[src/rtl/buffer_fifo.sv]
// Synchronous FIFO over a simple dual-port RAM with registered flags, a level count,
// and a sticky overflow flag backed by a saturating drop counter.
module buffer_fifo #(
    parameter int AW          = 8,
    parameter int DW          = 8,
    parameter int AFULL_LEVEL = 2**AW - 4,
    parameter int CW          = 16
) (
    input  logic          clock,
    input  logic          reset,
    input  logic          write_enable,
    input  logic [DW-1:0] write_data,
    input  logic          read_enable,
    output logic [DW-1:0] read_data,
    output logic          read_valid,
    output logic          empty,
    output logic          full,
    output logic          almost_full,
    output logic [AW:0]   level,
    output logic          overflow,
    output logic [CW-1:0] drop_count,
    input  logic          clear_overflow
);

    localparam logic [AW:0] DEPTH   = (AW+1)'(2**AW);
    localparam logic [AW:0] AFULL_L = (AW+1)'(AFULL_LEVEL);

    logic [DW-1:0] mem [2**AW];

    logic [AW-1:0] wr_ptr_q, wr_ptr_d;
    logic [AW-1:0] rd_ptr_q, rd_ptr_d;
    logic [AW:0]   level_q, level_d;
    logic          empty_q, empty_d;
    logic          full_q, full_d;
    logic          afull_q, afull_d;
    logic [DW-1:0] read_data_q, read_data_d;
    logic          read_valid_q, read_valid_d;
    logic          overflow_q, overflow_d;
    logic [CW-1:0] drop_count_q, drop_count_d;

    logic pop, push, drop;

    // A pop frees a slot in the same cycle, so a full FIFO can still accept a push alongside it.
    assign pop  = read_enable && !empty_q;
    assign push = write_enable && (!full_q || pop);
    assign drop = write_enable && full_q && !pop;

    always_comb begin
        // NOTE: every next-state signal gets a default first so no path leaves it unassigned (no latch).
        wr_ptr_d     = wr_ptr_q;
        rd_ptr_d     = rd_ptr_q;
        level_d      = level_q;
        read_data_d  = read_data_q;
        read_valid_d = 1'b0;
        overflow_d   = overflow_q;
        drop_count_d = drop_count_q;

        if (push) wr_ptr_d = wr_ptr_q + 1'b1;
        if (pop) begin
            rd_ptr_d     = rd_ptr_q + 1'b1;
            read_data_d  = mem[rd_ptr_q];
            read_valid_d = 1'b1;
        end

        case ({push, pop})
            2'b10:   level_d = level_q + 1'b1;
            2'b01:   level_d = level_q - 1'b1;
            default: level_d = level_q;
        endcase

        // A drop in the same cycle as a clear leaves exactly that one drop recorded.
        if (clear_overflow) begin
            overflow_d   = 1'b0;
            drop_count_d = '0;
        end
        if (drop) begin
            overflow_d = 1'b1;
            if (clear_overflow)        drop_count_d = CW'(1);
            else if (drop_count_q != '1) drop_count_d = drop_count_q + 1'b1;
        end

        empty_d = (level_d == '0);
        full_d  = (level_d == DEPTH);
        afull_d = (level_d >= AFULL_L);
    end

    // NOTE: sequential state uses non-blocking assignments so all registers update from pre-edge values.
    always_ff @(posedge clock) begin
        if (reset) begin
            wr_ptr_q     <= '0;
            rd_ptr_q     <= '0;
            level_q      <= '0;
            empty_q      <= 1'b1;
            full_q       <= 1'b0;
            afull_q      <= 1'b0;
            read_data_q  <= '0;
            read_valid_q <= 1'b0;
            overflow_q   <= 1'b0;
            drop_count_q <= '0;
        end else begin
            wr_ptr_q     <= wr_ptr_d;
            rd_ptr_q     <= rd_ptr_d;
            level_q      <= level_d;
            empty_q      <= empty_d;
            full_q       <= full_d;
            afull_q      <= afull_d;
            read_data_q  <= read_data_d;
            read_valid_q <= read_valid_d;
            overflow_q   <= overflow_d;
            drop_count_q <= drop_count_d;
        end
    end

    // NOTE: the RAM array has no reset so it maps onto block memory; the pointers alone define validity.
    always_ff @(posedge clock) begin
        if (push && !reset) mem[wr_ptr_q] <= write_data;
    end

    assign read_data   = read_data_q;
    assign read_valid  = read_valid_q;
    assign empty       = empty_q;
    assign full        = full_q;
    assign almost_full = afull_q;
    assign level       = level_q;
    assign overflow    = overflow_q;
    assign drop_count  = drop_count_q;

endmodule

[config.mk]
export PLATFORM = sky130hd
export DESIGN_NAME = buffer_fifo
export DESIGN_NICKNAME = d
export VERILOG_FILES = /design/src/rtl/buffer_fifo.sv
export SDC_FILE = /design/constraint.sdc
export NUM_CORES = 2
export LEC_CHECK = 0
export CAP_MARGIN = 0
export CORE_ASPECT_RATIO = 1.25
export CORE_MARGIN = 2
export CORE_UTILIZATION = 53
export DETAILED_ROUTE_END_ITERATION = 8
export PLACE_DENSITY_LB_ADDON = 0.25
export SLEW_MARGIN = 20
export SYNTH_ARGS = -nofsm -noshare
export SYNTH_HDL_FRONTEND = slang
export SYNTH_SLANG_ARGS = --single-unit
[constraint.sdc]
create_clock -name clock -period 4.6 [get_ports clock]
set_input_delay 0.69 -clock clock [delete_from_list [all_inputs] [get_ports clock]]
set_output_delay 0.69 -clock clock [all_outputs]
set_load 0.03 [all_outputs]
==> impl_metrics.xml <==
<?xml version="1.0" encoding="UTF-8"?>
<metrics>
  <group name="detailed_routing">
    <metric name="detail_route.wl_per_cell" unit="um">33.6</metric>
    <metric name="vias" unit="">42000</metric>
    <metric name="wirelength" unit="um">216000</metric>
    <metric name="detail_route.iter0.violations" unit="">5812</metric>
    <metric name="route.detailed.drc" unit="">0</metric>
    <metric name="drt-vias-per-instance" unit="">6.53</metric>
    <metric name="drt_pre_antenna_iters" unit="">6</metric>
    <metric name="drtAntennaViolNets" unit="">0</metric>
  </group>
  <group name="layout">
    <metric name="area_occupied_by_multi_input_gates" unit="mm2">0.0185</metric>
    <metric name="util_after_layout" unit="%">59.7</metric>
    <metric name="drive_above_1_share" unit="%">22.7</metric>
    <metric name="sequential_cell_area" unit="mm2">0.0626</metric>
    <metric name="finish.net_count" unit="">4260</metric>
    <metric name="syn2layout_area_growth" unit="%">11.7</metric>
    <metric name="fillCellCount" unit="">10800</metric>
  </group>
  <group name="floorplanning">
    <metric name="ioPinCount" unit="">51</metric>
    <metric name="standard_cell_core_area" unit="mm2">0.154</metric>
    <metric name="rows" unit="">161</metric>
    <metric name="floorplan.initialDensity" unit="%">53.4</metric>
    <metric name="die_area" unit="mm2">0.159</metric>
    <metric name="die-width" unit="um">357</metric>
    <metric name="dieHeight" unit="um">445</metric>
  </group>
  <group name="worst_hold_path">
    <metric name="min_from" unit="">reset</metric>
    <metric name="worst_hold_path.endpoint" unit="">level[0]</metric>
    <metric name="hold_depth" unit="">2</metric>
    <metric name="min-delay-path-class" unit="">in -&gt; reg</metric>
  </group>
  <group name="timing">
    <metric name="timing.final.crit_share" unit="%">81.4</metric>
    <metric name="finalSetupViolations" unit="">0</metric>
    <metric name="rsz0062_at_grt" unit="">false</metric>
    <metric name="fin_worst_hold_slack" unit="ns">0.296</metric>
    <metric name="final_period_minus_worst_setup_slack" unit="ns">3.75</metric>
    <metric name="final_critical_path_setup_slack" unit="ns">0.855</metric>
    <metric name="finalHoldViolCount" unit="">0</metric>
    <metric name="worst_slew_margin_rel" unit="%">21.5</metric>
    <metric name="slew_viol_final" unit="">0</metric>
    <metric name="timing.clock.skew" unit="ns">0.0387</metric>
    <metric name="max_slew.worst_pin.slew" unit="ns">1.18</metric>
    <metric name="fmaxAchievable" unit="MHz">267</metric>
    <metric name="timing.setup.tns" unit="ns">0</metric>
  </group>
  <group name="global_routing">
    <metric name="grt_max_degree" unit="">148</metric>
    <metric name="grt_use_met3" unit="%">5.74</metric>
    <metric name="grt-busiest-layer" unit="">met2</metric>
    <metric name="first_pass_grt_wire_length" unit="um">310000</metric>
    <metric name="antenna_violations_before_repair" unit="">7</metric>
    <metric name="grt_pass1_vias" unit="">42200</metric>
    <metric name="gr-usage-met2" unit="%">43.8</metric>
    <metric name="routing_usage_on_met1" unit="%">36.9</metric>
    <metric name="gr-usage-all-layers" unit="%">27.7</metric>
    <metric name="overflow" unit="">0</metric>
  </group>
  <group name="yosys">
    <metric name="mappedNetlistArea" unit="mm2">0.0824</metric>
    <metric name="postSynthCellCount" unit="">4052</metric>
    <metric name="synth.ff_latch_count" unit="">2102</metric>
    <metric name="synth-async-reset-ratio" unit="%">0</metric>
    <metric name="synth_edf_count" unit="">2048</metric>
    <metric name="mappedNetlistNets" unit="">4075</metric>
    <metric name="ys.warnings.count" unit="">0</metric>
    <metric name="yosysSeqAreaShare" unit="%">76.0</metric>
    <metric name="ys.flop_type" unit="">sky130_fd_sc_hd__edfxtp_1</metric>
    <metric name="synth_cell_types" unit="">69</metric>
    <metric name="post_synthesis_area_per_instance" unit="um2">20.3</metric>
  </group>
  <group name="setup_path">
    <metric name="path_max_fanout" unit="">33</metric>
    <metric name="worst_ep_arrival_time" unit="ns">4.44</metric>
    <metric name="critical_path.startpoint_type" unit="">flop</metric>
    <metric name="timing.setup.critical_path_class" unit="">reg -&gt; reg</metric>
    <metric name="required" unit="ns">5.29</metric>
    <metric name="worst-r2r-setup-slack" unit="ns">0.85</metric>
    <metric name="reg2reg_from" unit="">rd_ptr_q[1]</metric>
    <metric name="critical_path.endpoint_type" unit="">flop</metric>
    <metric name="rr_endpoint" unit="">read_data[3]</metric>
    <metric name="reg2regPathDepth" unit="">6</metric>
  </group>
  <group name="place">
    <metric name="placement.io_buffers" unit="">50</metric>
    <metric name="dpl_worst_slack" unit="ns">0.409</metric>
    <metric name="place.detailed.hpwl" unit="um">136000</metric>
    <metric name="finalWeightedCongestion" unit="">0.922</metric>
  </group>
  <group name="clock_network">
    <metric name="postCtsSetupRepairBufs" unit="">0</metric>
    <metric name="cts_resized" unit="">0</metric>
    <metric name="max-clock-path-buffers" unit="">3</metric>
    <metric name="cts_hold_repair.buffers" unit="">0</metric>
    <metric name="cts_buffers" unit="">188</metric>
    <metric name="clock_transition_at_the_registers_of_the_reported_paths" unit="ns">0.07</metric>
    <metric name="cts_tree" unit="">done</metric>
    <metric name="clock_insertion_delay_worst_skew" unit="ns">0.85</metric>
    <metric name="cts_root_buf" unit="">sky130_fd_sc_hd__clkbuf_16</metric>
    <metric name="clock_sinks" unit="">2102</metric>
    <metric name="clock_tree.htree_level_count" unit="">4</metric>
  </group>
  <group name="status">
    <metric name="outcome" unit="">complete, no violations</metric>
  </group>
  <group name="power_and_ir_drop">
    <metric name="power.leakage" unit="nW">28.0</metric>
    <metric name="vdd.ir_drop.worst" unit="uV">330</metric>
    <metric name="design_power_total" unit="W">0.0405</metric>
    <metric name="power_per_cell_area" unit="mW/mm2">440</metric>
  </group>
  <group name="run">
    <metric name="maxCapViolCount" unit="">0</metric>
  </group>
</metrics>
[registers in the layout, indices dropped and copies added (netlist names)]
| register | flops |
|---|---|
| level | 9 |
| full | 1 |
| mem | 2048 |
| wr_ptr_q | 8 |
| drop_count | 16 |
| rd_ptr_q | 8 |
| almost_full | 1 |
| empty | 1 |
| read_valid | 1 |
| overflow | 1 |
| read_data | 8 |
[worst max path at each step]
| stage | start | end |
|---|---|---|
| after global placement | read_enable | mem[153][6] |
| after global routing | rd_ptr_q[1] | read_data[3] |
| after CTS | rd_ptr_q[1] | read_data[3] |
| final | rd_ptr_q[1] | read_data[3] |
| after floorplan | read_enable | almost_full |
| after detailed placement | read_enable | mem[157][0] |
[where the power goes]
| group | total [W] | leakage [nW] | switching (W) | internal [W] |
|---|---|---|---|---|
| clock | 0.0155 | 2.92 | 0.00688 | 0.00858 |
| combinational | 0.00391 | 6.21 | 0.00214 | 0.00177 |
| sequential | 0.0211 | 18.8 | 0.000103 | 0.0210 |
[cells in the final DEF, fill, tap and decap left out, types with 10 or more instances in the layout]
cell | netlist | layout
sky130_fd_sc_hd__nor3_1 | 22 | 22
sky130_fd_sc_hd__o21ai_0 | 54 | 54
sky130_fd_sc_hd__a22oi_1 | 31 | 31
sky130_fd_sc_hd__and2_1 | 15 | 14
sky130_fd_sc_hd__o22ai_1 | 30 | 30
sky130_fd_sc_hd__nor2_1 | 332 | 327
sky130_fd_sc_hd__nand4_1 | 12 | 12
sky130_fd_sc_hd__nor2b_1 | 17 | 15
sky130_fd_sc_hd__clkbuf_16 | 0 | 196
sky130_fd_sc_hd__edfxtp_1 | 2048 | 2048
sky130_fd_sc_hd__mux2i_1 | 182 | 182
sky130_fd_sc_hd__a211oi_1 | 16 | 16
sky130_fd_sc_hd__bufinv_16 | 0 | 13
sky130_fd_sc_hd__clkinv_2 | 0 | 27
sky130_fd_sc_hd__a21oi_1 | 76 | 76
sky130_fd_sc_hd__clkinv_1 | 3 | 57
sky130_fd_sc_hd__nand2_1 | 106 | 106
sky130_fd_sc_hd__clkdlybuf4s50_1 | 0 | 41
sky130_fd_sc_hd__xnor2_1 | 14 | 14
sky130_fd_sc_hd__dfxtp_1 | 54 | 47
sky130_fd_sc_hd__xor2_1 | 18 | 18
sky130_fd_sc_hd__nand3_1 | 48 | 48
sky130_fd_sc_hd__clkbuf_8 | 0 | 13
sky130_fd_sc_hd__mux4_2 | 488 | 488
sky130_fd_sc_hd__nand2b_1 | 12 | 12
sky130_fd_sc_hd__clkbuf_1 | 117 | 35
sky130_fd_sc_hd__a2111oi_0 | 10 | 10
sky130_fd_sc_hd__a221oi_1 | 31 | 31
sky130_fd_sc_hd__ha_1 | 10 | 10
sky130_fd_sc_hd__and3_1 | 10 | 10
sky130_fd_sc_hd__buf_12 | 0 | 28
sky130_fd_sc_hd__buf_4 | 32 | 164
sky130_fd_sc_hd__o221ai_1 | 20 | 20
sky130_fd_sc_hd__mux2_2 | 10 | 10
sky130_fd_sc_hd__or2_2 | 17 | 17
[layer usage]
layer  routed length [um]  up-vias
met5                   70        -
met1                79600    22000
li1                     -    17100
met3                20700      531
met2               105000     2418
met4                11400       10
[worst max-delay path, stage by stage, from the launching register on]
cell and delay [ns]:
sky130_fd_sc_hd__dfxtp_4 0.94, sky130_fd_sc_hd__buf_4 0.47, sky130_fd_sc_hd__mux4_2 0.36, sky130_fd_sc_hd__a2111oi_0 0.96, sky130_fd_sc_hd__nor3_1 0.24, sky130_fd_sc_hd__a2111oi_0 0.44
sky130_fd_sc_hd__o32ai_1 0.15
[logic make-up (layout without fill, tap and decap cells)]
| group | after synthesis | count (layout) | synth area share (%) |
|---|---|---|---|
| other cells | 0 | 2 | 0 |
| xor+xnor | 32 | 32 | 0.340 |
| compound gates | 346 | 346 | 2.90 |
| simple gates | 622 | 622 | 3.33 |
| fa+ha+maj | 10 | 10 | 0.152 |
| mux | 680 | 680 | 15.7 |
| flops | 2102 | 2102 | 76.0 |
| buf+inv | 260 | 603 | 1.60 |
[Yosys cell counts (all sizes together), types with 15 or more instances]
cell type / number / area, um2
a211oi: 16 / 120
a21oi: 76 / 380
a221oi: 31 / 272
a22oi: 31 / 233
and2: 15 / 93.8
buf: 129 / 825
clkbuf: 118 / 444
dfxtp: 54 / 1080
edfxtp: 2048 / 61500
mux2i: 182 / 1820
mux4: 488 / 11000
nand2: 106 / 398
nand3: 48 / 240
nor2: 332 / 1250
nor2b: 17 / 106
nor3: 22 / 110
o21ai: 54 / 270
o221ai: 20 / 175
o22ai: 30 / 188
or2: 18 / 113
xor2: 18 / 158
[per-stage QoR]
stage / std cells / area, um2
5_1_grt: 6433 / 92000
6_report: 6434 / 92000
3_3_place_gp: 6084 / 86000
3_5_place_dp: 6084 / 86000
4_1_cts: 6432 / 92000
2_1_floorplan: 4052 / 82400
[final cells by class]
cell class                 count  share of cell area (%)
clock inverter               112                   0.976
clock buffer                 236                    5.55
tap                         2037                    2.77
timing repair buffer         242                    2.52
multi-input combinational   1690                    20.1
inverter                      13                  0.0585
antenna                        2                 0.00544
sequential                  2102                    68.0
(Power assumes the default switching activity.)
